`src/rtl/input_sched_rr_pkg.sv`:
```
`default_nettype none
// ---------------------------------------------------------------------------
// | Module      : input_sched_rr_pkg                                        |
// | Description : Shared types and helpers for the input-side scheduler.    |
// |               State encodings and a small width helper.                 |
// | Revision    : 1.0 - initial release                                     |
// ---------------------------------------------------------------------------
package input_sched_rr_pkg;

  // Scheduler FSM states.
  typedef enum logic [1:0] {
    S_IDLE  = 2'd0,
    S_CHECK = 2'd1,
    S_XFER  = 2'd2
  } state_t;

  // Width of a comparison that must hold either operand without truncation.
  function automatic int max_int(input int a, input int b);
    return (a > b) ? a : b;
  endfunction

endpackage
`default_nettype wire

```
`src/rtl/input_sched_rr_arbiter.sv`:
```
`default_nettype none
// ---------------------------------------------------------------------------
// | Module      : rr_arbiter                                                |
// | Description : Combinational round-robin arbiter. Grants the first       |
// |               requester strictly after last_idx, wrapping around, by    |
// |               scanning a double-width copy of the request vector.       |
// | Revision    : 1.0 - initial release                                     |
// ---------------------------------------------------------------------------
module rr_arbiter #(
  parameter int N  = 8,
  parameter int IW = $clog2(N)
) (
  input  logic [N-1:0]  req,
  input  logic [IW-1:0] last_idx,
  output logic [N-1:0]  gnt_onehot,
  output logic [IW-1:0] gnt_idx
);

  logic [2*N-1:0] w_dbl;
  int             w_sel;
  logic           w_found;

  // Lowest set bit above last_idx in {req, req}; the upper copy supplies the wrap.
  always_comb begin
    w_dbl      = {req, req};
    w_sel      = 0;
    w_found    = 1'b0;
    gnt_idx    = '0;
    gnt_onehot = '0;
    for (int i = 2*N-1; i >= 0; i--) begin
      if (w_dbl[i] && (i > int'(last_idx))) begin
        w_sel   = i;
        w_found = 1'b1;
      end
    end
    if (w_sel >= N) begin
      w_sel = w_sel - N;
    end
    if (w_found) begin
      gnt_idx           = w_sel[IW-1:0];
      gnt_onehot[w_sel] = 1'b1;
    end
  end

endmodule
`default_nettype wire

```
`src/rtl/input_sched_rr.sv`:
```
`default_nettype none
// ---------------------------------------------------------------------------
// | Module      : input_sched_rr                                            |
// | Description : Input-side scheduler. Picks a port with a pending         |
// |               descriptor (round robin), waits for shared-buffer space,  |
// |               pops the descriptor and sequences its data words out.     |
// |               Optional: SCHED_STRICT_PRI_EN restricts arbitration to    |
// |               the ports holding the highest pending priority.           |
// | Revision    : 1.0 - initial release                                     |
// ---------------------------------------------------------------------------
module input_sched_rr
  import input_sched_rr_pkg::*;
#(
  parameter int PORT_NUM = 8,
  parameter int DEST_W   = 3,
  parameter int PRI_W    = 3,
  parameter int LEN_W    = 11,
  parameter int FREE_W   = 12
) (
  input  logic                                       clk,
  input  logic                                       rst,
  input  logic [PORT_NUM-1:0]                        info_empty,
  input  logic [PORT_NUM*(DEST_W+PRI_W+LEN_W)-1:0]   info_data,
  output logic [PORT_NUM-1:0]                        info_rd_en,
  output logic [PORT_NUM-1:0]                        data_rd_en,
  input  logic [FREE_W-1:0]                          buf_free,
  input  logic                                       wr_ready,
  output logic                                       xfer_start,
  output logic [$clog2(PORT_NUM)-1:0]                xfer_port,
  output logic [DEST_W-1:0]                          xfer_dest,
  output logic [PRI_W-1:0]                           xfer_pri,
  output logic [LEN_W-1:0]                           xfer_len,
  output logic                                       xfer_last,
  output logic                                       busy,
  output logic [15:0]                                drop_cnt
);

  localparam int INFO_W   = DEST_W + PRI_W + LEN_W;
  localparam int LEN_LSB  = 0;
  localparam int PRI_LSB  = LEN_W;
  localparam int DEST_LSB = LEN_W + PRI_W;
  localparam int PW       = $clog2(PORT_NUM);
  localparam int CMP_W    = max_int(FREE_W, LEN_W);
  localparam logic [LEN_W-1:0] LEN_ONE = LEN_W'(1);

  // Per-port head descriptors sliced out of the flat bus.
  logic [INFO_W-1:0] w_head [PORT_NUM];
  for (genvar p = 0; p < PORT_NUM; p++) begin : g_head
    assign w_head[p] = info_data[p*INFO_W +: INFO_W];
  end

  logic [PORT_NUM-1:0] w_req;

`ifdef SCHED_STRICT_PRI_EN
  logic [PRI_W-1:0] w_max_pri;

  // Only requesters whose head priority equals the highest pending priority compete.
  always_comb begin
    w_max_pri = '0;
    w_req     = '0;
    for (int p = 0; p < PORT_NUM; p++) begin
      if (!info_empty[p] && (w_head[p][PRI_LSB +: PRI_W] > w_max_pri)) begin
        w_max_pri = w_head[p][PRI_LSB +: PRI_W];
      end
    end
    for (int p = 0; p < PORT_NUM; p++) begin
      w_req[p] = !info_empty[p] && (w_head[p][PRI_LSB +: PRI_W] == w_max_pri);
    end
  end
`else
  assign w_req = ~info_empty;
`endif

  logic [PORT_NUM-1:0] w_gnt_oh;
  logic [PW-1:0]       w_gnt_idx;

  state_t              state_q, state_d;
  logic [PW-1:0]       last_q, last_d;
  logic [PW-1:0]       win_q, win_d;
  logic [PORT_NUM-1:0] win_oh_q, win_oh_d;
  logic [DEST_W-1:0]   hd_dest_q, hd_dest_d;
  logic [PRI_W-1:0]    hd_pri_q, hd_pri_d;
  logic [LEN_W-1:0]    hd_len_q, hd_len_d;
  logic [PW-1:0]       xfer_port_q, xfer_port_d;
  logic [DEST_W-1:0]   xfer_dest_q, xfer_dest_d;
  logic [PRI_W-1:0]    xfer_pri_q, xfer_pri_d;
  logic [LEN_W-1:0]    xfer_len_q, xfer_len_d;
  logic [LEN_W-1:0]    beat_q, beat_d;
  logic [15:0]         drop_q, drop_d;

  logic [CMP_W-1:0]    w_free_ext;
  logic [CMP_W-1:0]    w_len_ext;

  assign w_free_ext = CMP_W'(buf_free);
  assign w_len_ext  = CMP_W'(hd_len_q);

  rr_arbiter #(
    .N  (PORT_NUM),
    .IW (PW)
  ) u_arb (
    .req        (w_req),
    .last_idx   (last_q),
    .gnt_onehot (w_gnt_oh),
    .gnt_idx    (w_gnt_idx)
  );

  // Next-state logic: arbitrate in IDLE, gate on buffer space in CHECK, stream beats in XFER.
  always_comb begin
    state_d     = state_q;
    last_d      = last_q;
    win_d       = win_q;
    win_oh_d    = win_oh_q;
    hd_dest_d   = hd_dest_q;
    hd_pri_d    = hd_pri_q;
    hd_len_d    = hd_len_q;
    xfer_port_d = xfer_port_q;
    xfer_dest_d = xfer_dest_q;
    xfer_pri_d  = xfer_pri_q;
    xfer_len_d  = xfer_len_q;
    beat_d      = beat_q;
    drop_d      = drop_q;
    info_rd_en  = '0;
    data_rd_en  = '0;
    xfer_start  = 1'b0;
    xfer_last   = 1'b0;
    case (state_q)
      S_IDLE: begin
        if (|w_req) begin
          win_d     = w_gnt_idx;
          win_oh_d  = w_gnt_oh;
          hd_dest_d = w_head[w_gnt_idx][DEST_LSB +: DEST_W];
          hd_pri_d  = w_head[w_gnt_idx][PRI_LSB +: PRI_W];
          hd_len_d  = w_head[w_gnt_idx][LEN_LSB +: LEN_W];
          state_d   = S_CHECK;
        end
      end
      S_CHECK: begin
        if (hd_len_q == '0) begin
          // Empty packet: discard the descriptor without touching the data FIFO.
          info_rd_en = win_oh_q;
          if (drop_q != 16'hFFFF) begin
            drop_d = drop_q + 16'd1;
          end
          last_d  = win_q;
          state_d = S_IDLE;
        end else if (w_free_ext >= w_len_ext) begin
          info_rd_en  = win_oh_q;
          xfer_start  = 1'b1;
          xfer_port_d = win_q;
          xfer_dest_d = hd_dest_q;
          xfer_pri_d  = hd_pri_q;
          xfer_len_d  = hd_len_q;
          beat_d      = hd_len_q;
          state_d     = S_XFER;
        end
      end
      S_XFER: begin
        if (wr_ready) begin
          data_rd_en = win_oh_q;
          if (beat_q != '0) begin
            beat_d = beat_q - LEN_ONE;
          end
          if (beat_q == LEN_ONE) begin
            xfer_last = 1'b1;
            last_d    = win_q;
            state_d   = S_IDLE;
          end
        end
      end
      default: begin
        state_d = S_IDLE;
      end
    endcase
  end

  // State, pointer, latched fields and counters; reset leaves port 0 first in line.
  always_ff @(posedge clk or posedge rst) begin
    if (rst) begin
      state_q     <= S_IDLE;
      last_q      <= PW'(PORT_NUM - 1);
      win_q       <= '0;
      win_oh_q    <= '0;
      hd_dest_q   <= '0;
      hd_pri_q    <= '0;
      hd_len_q    <= '0;
      xfer_port_q <= '0;
      xfer_dest_q <= '0;
      xfer_pri_q  <= '0;
      xfer_len_q  <= '0;
      beat_q      <= '0;
      drop_q      <= '0;
    end else begin
      state_q     <= state_d;
      last_q      <= last_d;
      win_q       <= win_d;
      win_oh_q    <= win_oh_d;
      hd_dest_q   <= hd_dest_d;
      hd_pri_q    <= hd_pri_d;
      hd_len_q    <= hd_len_d;
      xfer_port_q <= xfer_port_d;
      xfer_dest_q <= xfer_dest_d;
      xfer_pri_q  <= xfer_pri_d;
      xfer_len_q  <= xfer_len_d;
      beat_q      <= beat_d;
      drop_q      <= drop_d;
    end
  end

  assign xfer_port = xfer_port_q;
  assign xfer_dest = xfer_dest_q;
  assign xfer_pri  = xfer_pri_q;
  assign xfer_len  = xfer_len_q;
  assign busy      = (state_q != S_IDLE);
  assign drop_cnt  = drop_q;

endmodule
`default_nettype wire

```
`config.mk`:
```
export PLATFORM = sky130hd
export DESIGN_NAME = input_sched_rr
export DESIGN_NICKNAME = d
export VERILOG_FILES = /design/src/rtl/input_sched_rr_pkg.sv /design/src/rtl/input_sched_rr_arbiter.sv /design/src/rtl/input_sched_rr.sv
export SDC_FILE = /design/constraint.sdc
export NUM_CORES = 1
export LEC_CHECK = 0
export CORE_MARGIN = 5
export CORE_UTILIZATION = 44
export DETAILED_ROUTE_END_ITERATION = 7
export PLACE_DENSITY = 0.81
export SETUP_SLACK_MARGIN = 0.1
export SLEW_MARGIN = 0
export SYNTH_ARGS = -nofsm -noshare
export SYNTH_HDL_FRONTEND = slang
export SYNTH_SLANG_ARGS = --single-unit
```
`constraint.sdc`:
```
create_clock -name clk -period 3.11 [get_ports clk]
set_clock_uncertainty 0.05 [all_clocks]
set_input_delay 0.311 -clock clk [delete_from_list [all_inputs] [get_ports clk]]
set_output_delay 0.311 -clock clk [all_outputs]
set_load 0.005 [all_outputs]
```
== Word-level counts from Yosys, hierarchy flattened ==
Index checks and enable logic that the tools add are counted.
Widths: inputs -> output; s select.
Operators by class
  reductions and logical operators: 20
  add/subtract/negate cells: 3
  equal/unequal tests: 12
  multiplexer cells: 64
  magnitude comparators: 12
  bitwise operators: 3
Operator list (count)
  $mux 32: 15
  $bmux 17 s3: 1
  $mux 8: 6
  $mux 11: 4
  $mux 17: 2
  $ge 32x1->1 const B: 1
  $ge 32x5->1 const B: 1
  $lt 32x5->1 const B: 1
  $sub 32x5->32 const B: 1
  $mux 1: 22
  $pmux 11 s2: 1
  $add 16x1->16 const B: 1
  $ne 16x16->1 const B: 1
  $ne 2x2->1 const B: 7
  $ge 12x11->1: 1
  $gt 3x3->1 const A: 4
  $mux 3: 4
  $eq 11x1->1 const B: 1
  $logic_not 11->1: 1
  $reduce_bool 11->1: 1
  $sub 11x1->11 const B: 1
  $mux 2: 5
  $logic_and 1x1->1: 8
  $not 8->8: 1
  19 further kinds: 23
Storage, ports and cells
  register bits: 80
  input port bits: 159

== Longest topological paths before layout ==
  depth after elaboration: 23
  depth in mapped cells: 11

== By module ==
From an unflattened synthesis, not the netlist that was laid out.
Second synthesis, totals
  cells, all modules: 481
  area, all modules: 5305.1 um2
Modules (own cells, without submodules)
  input_sched_rr: area an instance 4927.2 um2, cells an instance 423, times used 1, sequential area each 2005.7 um2
  rr_arbiter: area an instance 377.9 um2, cells an instance 58, times used 1, sequential area each 0.0 um2

== Least setup slack after synthesis ==
Ideal clock, no wire load.
  kind: register to register
  start: reg hd_len_q[0]
  end: reg xfer_dest_q[0], in the netlist xfer_dest[0]
  arrival: 2205 ps
  clock period less this slack: 2383 ps
  path buffers: 1
  slack: 727 ps
  library setup time: 128 ps
  stages on the path, launching flop included: 10
  cells stage by stage: dfrtp_1 ha_1 nand2b_1 a21o_1 a21o_1 a21oi_1 o21ai_1 o21bai_1 buf_2 mux2_1
Between the ends
  word-level cells in the longest chain between the ends: 3
  elaborated cells between the ends (all ways): 4
RTL lines
  start, declared: line input_sched_rr.sv:83  | logic [LEN_W-1:0] hd_len_q, hd_len_d;
  start signal, assigned: line input_sched_rr.sv:199  | hd_len_q <= hd_len_d;
  branches (longest 2 deep; another with $ge 12x11->1)
  $reduce_and 3->1 (no line) *
  end signal, assigned: line input_sched_rr.sv:201  | xfer_dest_q <= xfer_dest_d;
  end, declared: line input_sched_rr.sv:85  | logic [DEST_W-1:0] xfer_dest_q, xfer_dest_d;
Mark *: on every way between the ends.
A chain may end at the register's enable or synchronous reset.

== Final worst setup path ==
  start: reg hd_len_q[0]
  end: out info_rd_en[4]
Between the ends
  word-level cells in the longest chain between the ends: 4
  elaborated cells between the ends (all ways): 5
RTL lines
  $ge 12x11->1: line input_sched_rr.sv:146  | end else if (w_free_ext >= w_len_ext) begin
  $mux 8: line input_sched_rr.sv:146
  $mux 8 *: line input_sched_rr.sv:138  | if (hd_len_q == '0) begin
  $mux 8 *: line input_sched_rr.sv:126  | case (state_q)
  end, declared: line input_sched_rr.sv:24  | output logic [PORT_NUM-1:0] info_rd_en,
Every way passes the cells marked *; elsewhere a longest branch is shown, timed or not.

==> key figures <==
Outcome
  – Status: finished clean

Timing
  – Worst hold slack: 0.3535 ns
  – Setup TNS: 0 ns
  – Final Slew Violations: 0
  – PnR worst setup slack: 0.2497 ns
  – Final-report hold violation count: 0
  – RSZ-0062 raised after global routing: yes
  – Final setup viols: 0
  – Relative slew slack: 51.91%
  – Worst Tran Pin Value: 0.7205 ns
  – Post-layout minimum cycle time: 2.860 ns
  – Fmax: 349.6 MHz
  – Tcrit/Tclk final: 91.97%

Floorplan
  – Initial Util: 44.62%
  – Die span in x: 119.9 µm
  – Row Count: 40
  – I/O Pins: 214
  – Chip height: 119.9 µm
  – DIE AREA: 14380 µm²
  – Core footprint: 11910 µm²

Synth
  – Synth cell types: 53
  – Synthesized flop and latch total: 80
  – Post-synthesis simple-gate area fraction: 17.04%
  – Synth Area per Inst: 9.132 µm²
  – Fraction of synthesized area in multiplexers: 18.95%
  – Post-Syn Area: 5315 µm²
  – Adder-cell share of the synthesized area: 3.296%
  – EDFF count, synth: 0
  – Synth Net Count: 755
  – Synth Area in Compound Gates: 15.49%
  – Largest family of logic cells by synthesized area: multiplexers
  – XOR/XNOR Fraction of Synth Area: 2.472%
  – Yosys warnings: 0
  – Cell count after synthesis: 582
  – Async set-reset flop share out of synthesis: 100.0%
  – Post-synthesis sequential area ratio: 37.74%
  – Commonest register cell after synthesis: dfrtp_1

Clock network
  – CTS clk-pin slew, worst paths: 0.06 ns
  – Clock root cell: clkbuf_16
  – Post-CTS Hold Buffers: 0
  – CTS Buf Count: 9
  – CTS tree: done
  – Clock Latency Late Sink: 0.33 ns
  – Clock tree buffer depth: 2
  – Clock Sinks: 80
  – H-tree lvl count: 3

Worst hold path
  – Worst Hold Class: in2async

Route
  – Final WL: 16620 µm
  – Via-to-Cell Ratio: 5.518
  – Wirelength per Cell: 17.57 µm
  – Pre-antenna DRT Iters: 5
  – Initial DRC count: 303
  – Residual DRC: 0
  – Via count: 5220
  – ANT nets after route: 0

Setup path
  – Element type at the critical path end: primary output
  – WP data arrival: 2.50 ns
  – Setup crit start kind: flip-flop
  – R2r setup slk: 0.42 ns
  – CP required: 2.75 ns
  – Critical path class: reg2out
  – Critical path fanouts, max: 4

Global routing
  – Remaining Overflow, GRT: 0
  – GRT Resource Usage Total: 23.12%
  – Vias in the first global route: 5387
  – Initial antenna violation count: 0
  – Largest net degree at the start of global routing: 42
  – First-pass GRT wire length: 27010 µm

Final layout
  – Share of layout cells above drive strength 1: 9.512%
  – Design area: 8077 µm²
  – Commonest non-fill, non-tap cell in the layout: clkdlybuf4s50_1
  – Most frequent cells in the layout: clkdlybuf4s50_1, dfrtp_1, mux2i_1, nand2_1, nor2_1
  – Synth-to-Final Area Change: 51.95%
  – Nets@finish: 967
  – Diode count: 0
  – Fin cells: 946

Placement
  – Post-placement cell area: 7656 µm²
  – Detail Placement HPWL: 13180 µm
  – Placed Instances: 926
  – Port Buffers: 213
  – Placer congestion estimate: 0.9157
  – Pre-CTS WS: -0.2752 ns

Power and ir drop
  – Leakage: 0.003627 µW
  – Pwr dens: 721.4 nW/µm²
  – Max VDD drop: 368.4 µV

Run
  – Max_cap viols: 0
-- cell usage after synthesis (5+ instances only) --
cell      count  area share (%)
clkbuf_1     18             1.3
inv_1        18             1.3
dfrtp_1      77              36
mux2i_1      68              13
mux2_1       21             4.4
nand4_1      10             1.2
and2_1        9             1.1
nand3_1      16             1.5
a22o_1        5            0.82
ha_1         14             3.3
nor2b_1       5            0.59
o211ai_1      7            0.99
xnor2_1      10             1.6
a21oi_1      28             2.6
o21ai_1      17             1.6
nor3_1       13             1.2
and3_1        9             1.1
o221ai_1     10             1.6
mux2_2        8             1.7
buf_4         6            0.85
xor2_1        5            0.82
o21ai_0      23             2.2
nand2_1      65             4.6
a21oi_2       5            0.82
buf_2         6            0.56
a31oi_1       5            0.59
o22a_1        7             1.2
nor2_1       49             3.5
nor4_1        5            0.59
-- worst paths after layout --
check,from,to,cells after the start
min in group clk,xfer_len[0],xfer_len[0],2
max in group asynchronous,rst,state_q[0],3
worst min register to register,xfer_len[0],xfer_len[0],2
worst max register to register,last_q[2],hd_len_q[10],10
worst max-delay path,hd_len_q[0],info_rd_en[4],11
worst min-delay path,rst,win_oh_q[5],2
-- metrics by stage --
step / utilization [%] / power [µW]
2_1_floorplan: - / 3434
3_3_place_gp: 64.28 / 4441
3_5_place_dp: 64.28 / 4559
4_1_cts: 67.27 / 5765
5_1_grt: 67.80 / 6235
6_report: 67.80 / 5827
-- metal layers --
| layer | routed length [µm] | GRT usage, % | vias to the layer above |
|---|---|---|---|
| met5 | 0 | 0 | - |
| met1 | 6546 | 27.83 | 2411 |
| met2 | 8120 | 39.59 | 244 |
| met3 | 1326 | 5.042 | 49 |
| li1 | - | - | 2516 |
| met4 | 630 | 10.31 | 0 |
-- state kept, by name, summed over array words and instances, names as in the netlist --
signal,count
win_q,3
state_q,2
hd_dest_q,3
hd_pri_q,3
beat_q,11
xfer_dest,3
win_oh_q,8
last_q,3
xfer_pri,3
hd_len_q,11
drop_cnt,16
xfer_len,11
xfer_port,3
-- what timing repair did --
item,4_1_cts,5_1_grt
endpoints found under the setup margin,9,9
setup buffers,3,1
pin swaps,4,7
gates resized for setup,12,14
-- final cells by class --
type,instances,area (µm²)
multi-input cells,447,3123
fillers,918,3835
well taps,147,183.9
repair buffers,236,2361
inverters,20,76.32
flip-flops and latches,80,2006
clock inverters,7,101.3
clock buffers,9,225.2
-- report_power, final --
part / leakage [µW] / internal [µW] / total [µW] / switching (µW)
logic: 0.00247 / 1450 / 2930 / 1480
clock network: 0.000158 / 713 / 1160 / 443
registers: 0.000999 / 1430 / 1740 / 310
-- worst max-delay path, cell delays in order (launching register included) --
cell,delay (ns)
dfrtp_1,0.41
ha_4,0.24
nand2b_4,0.13
a21o_1,0.17
a21o_1,0.19
a21oi_2,0.16
o21ai_2,0.10
nor2_4,0.14
a21oi_4,0.10
buf_6,0.14
and2_1,0.14
dlygate4sd2_1,0.26
-- kinds of logic after synthesis --
| kind of cell | count (synthesis) |
|---|---|
| buffers and inverters | 55 |
| AOI/OAI and AO/OA | 126 |
| muxes | 97 |
| DFF | 80 |
| adders and majority gates | 14 |
| and+or+nand+nor | 195 |
| xor gates and xnor gates | 15 |
Power figures use the tool's default switching activity.
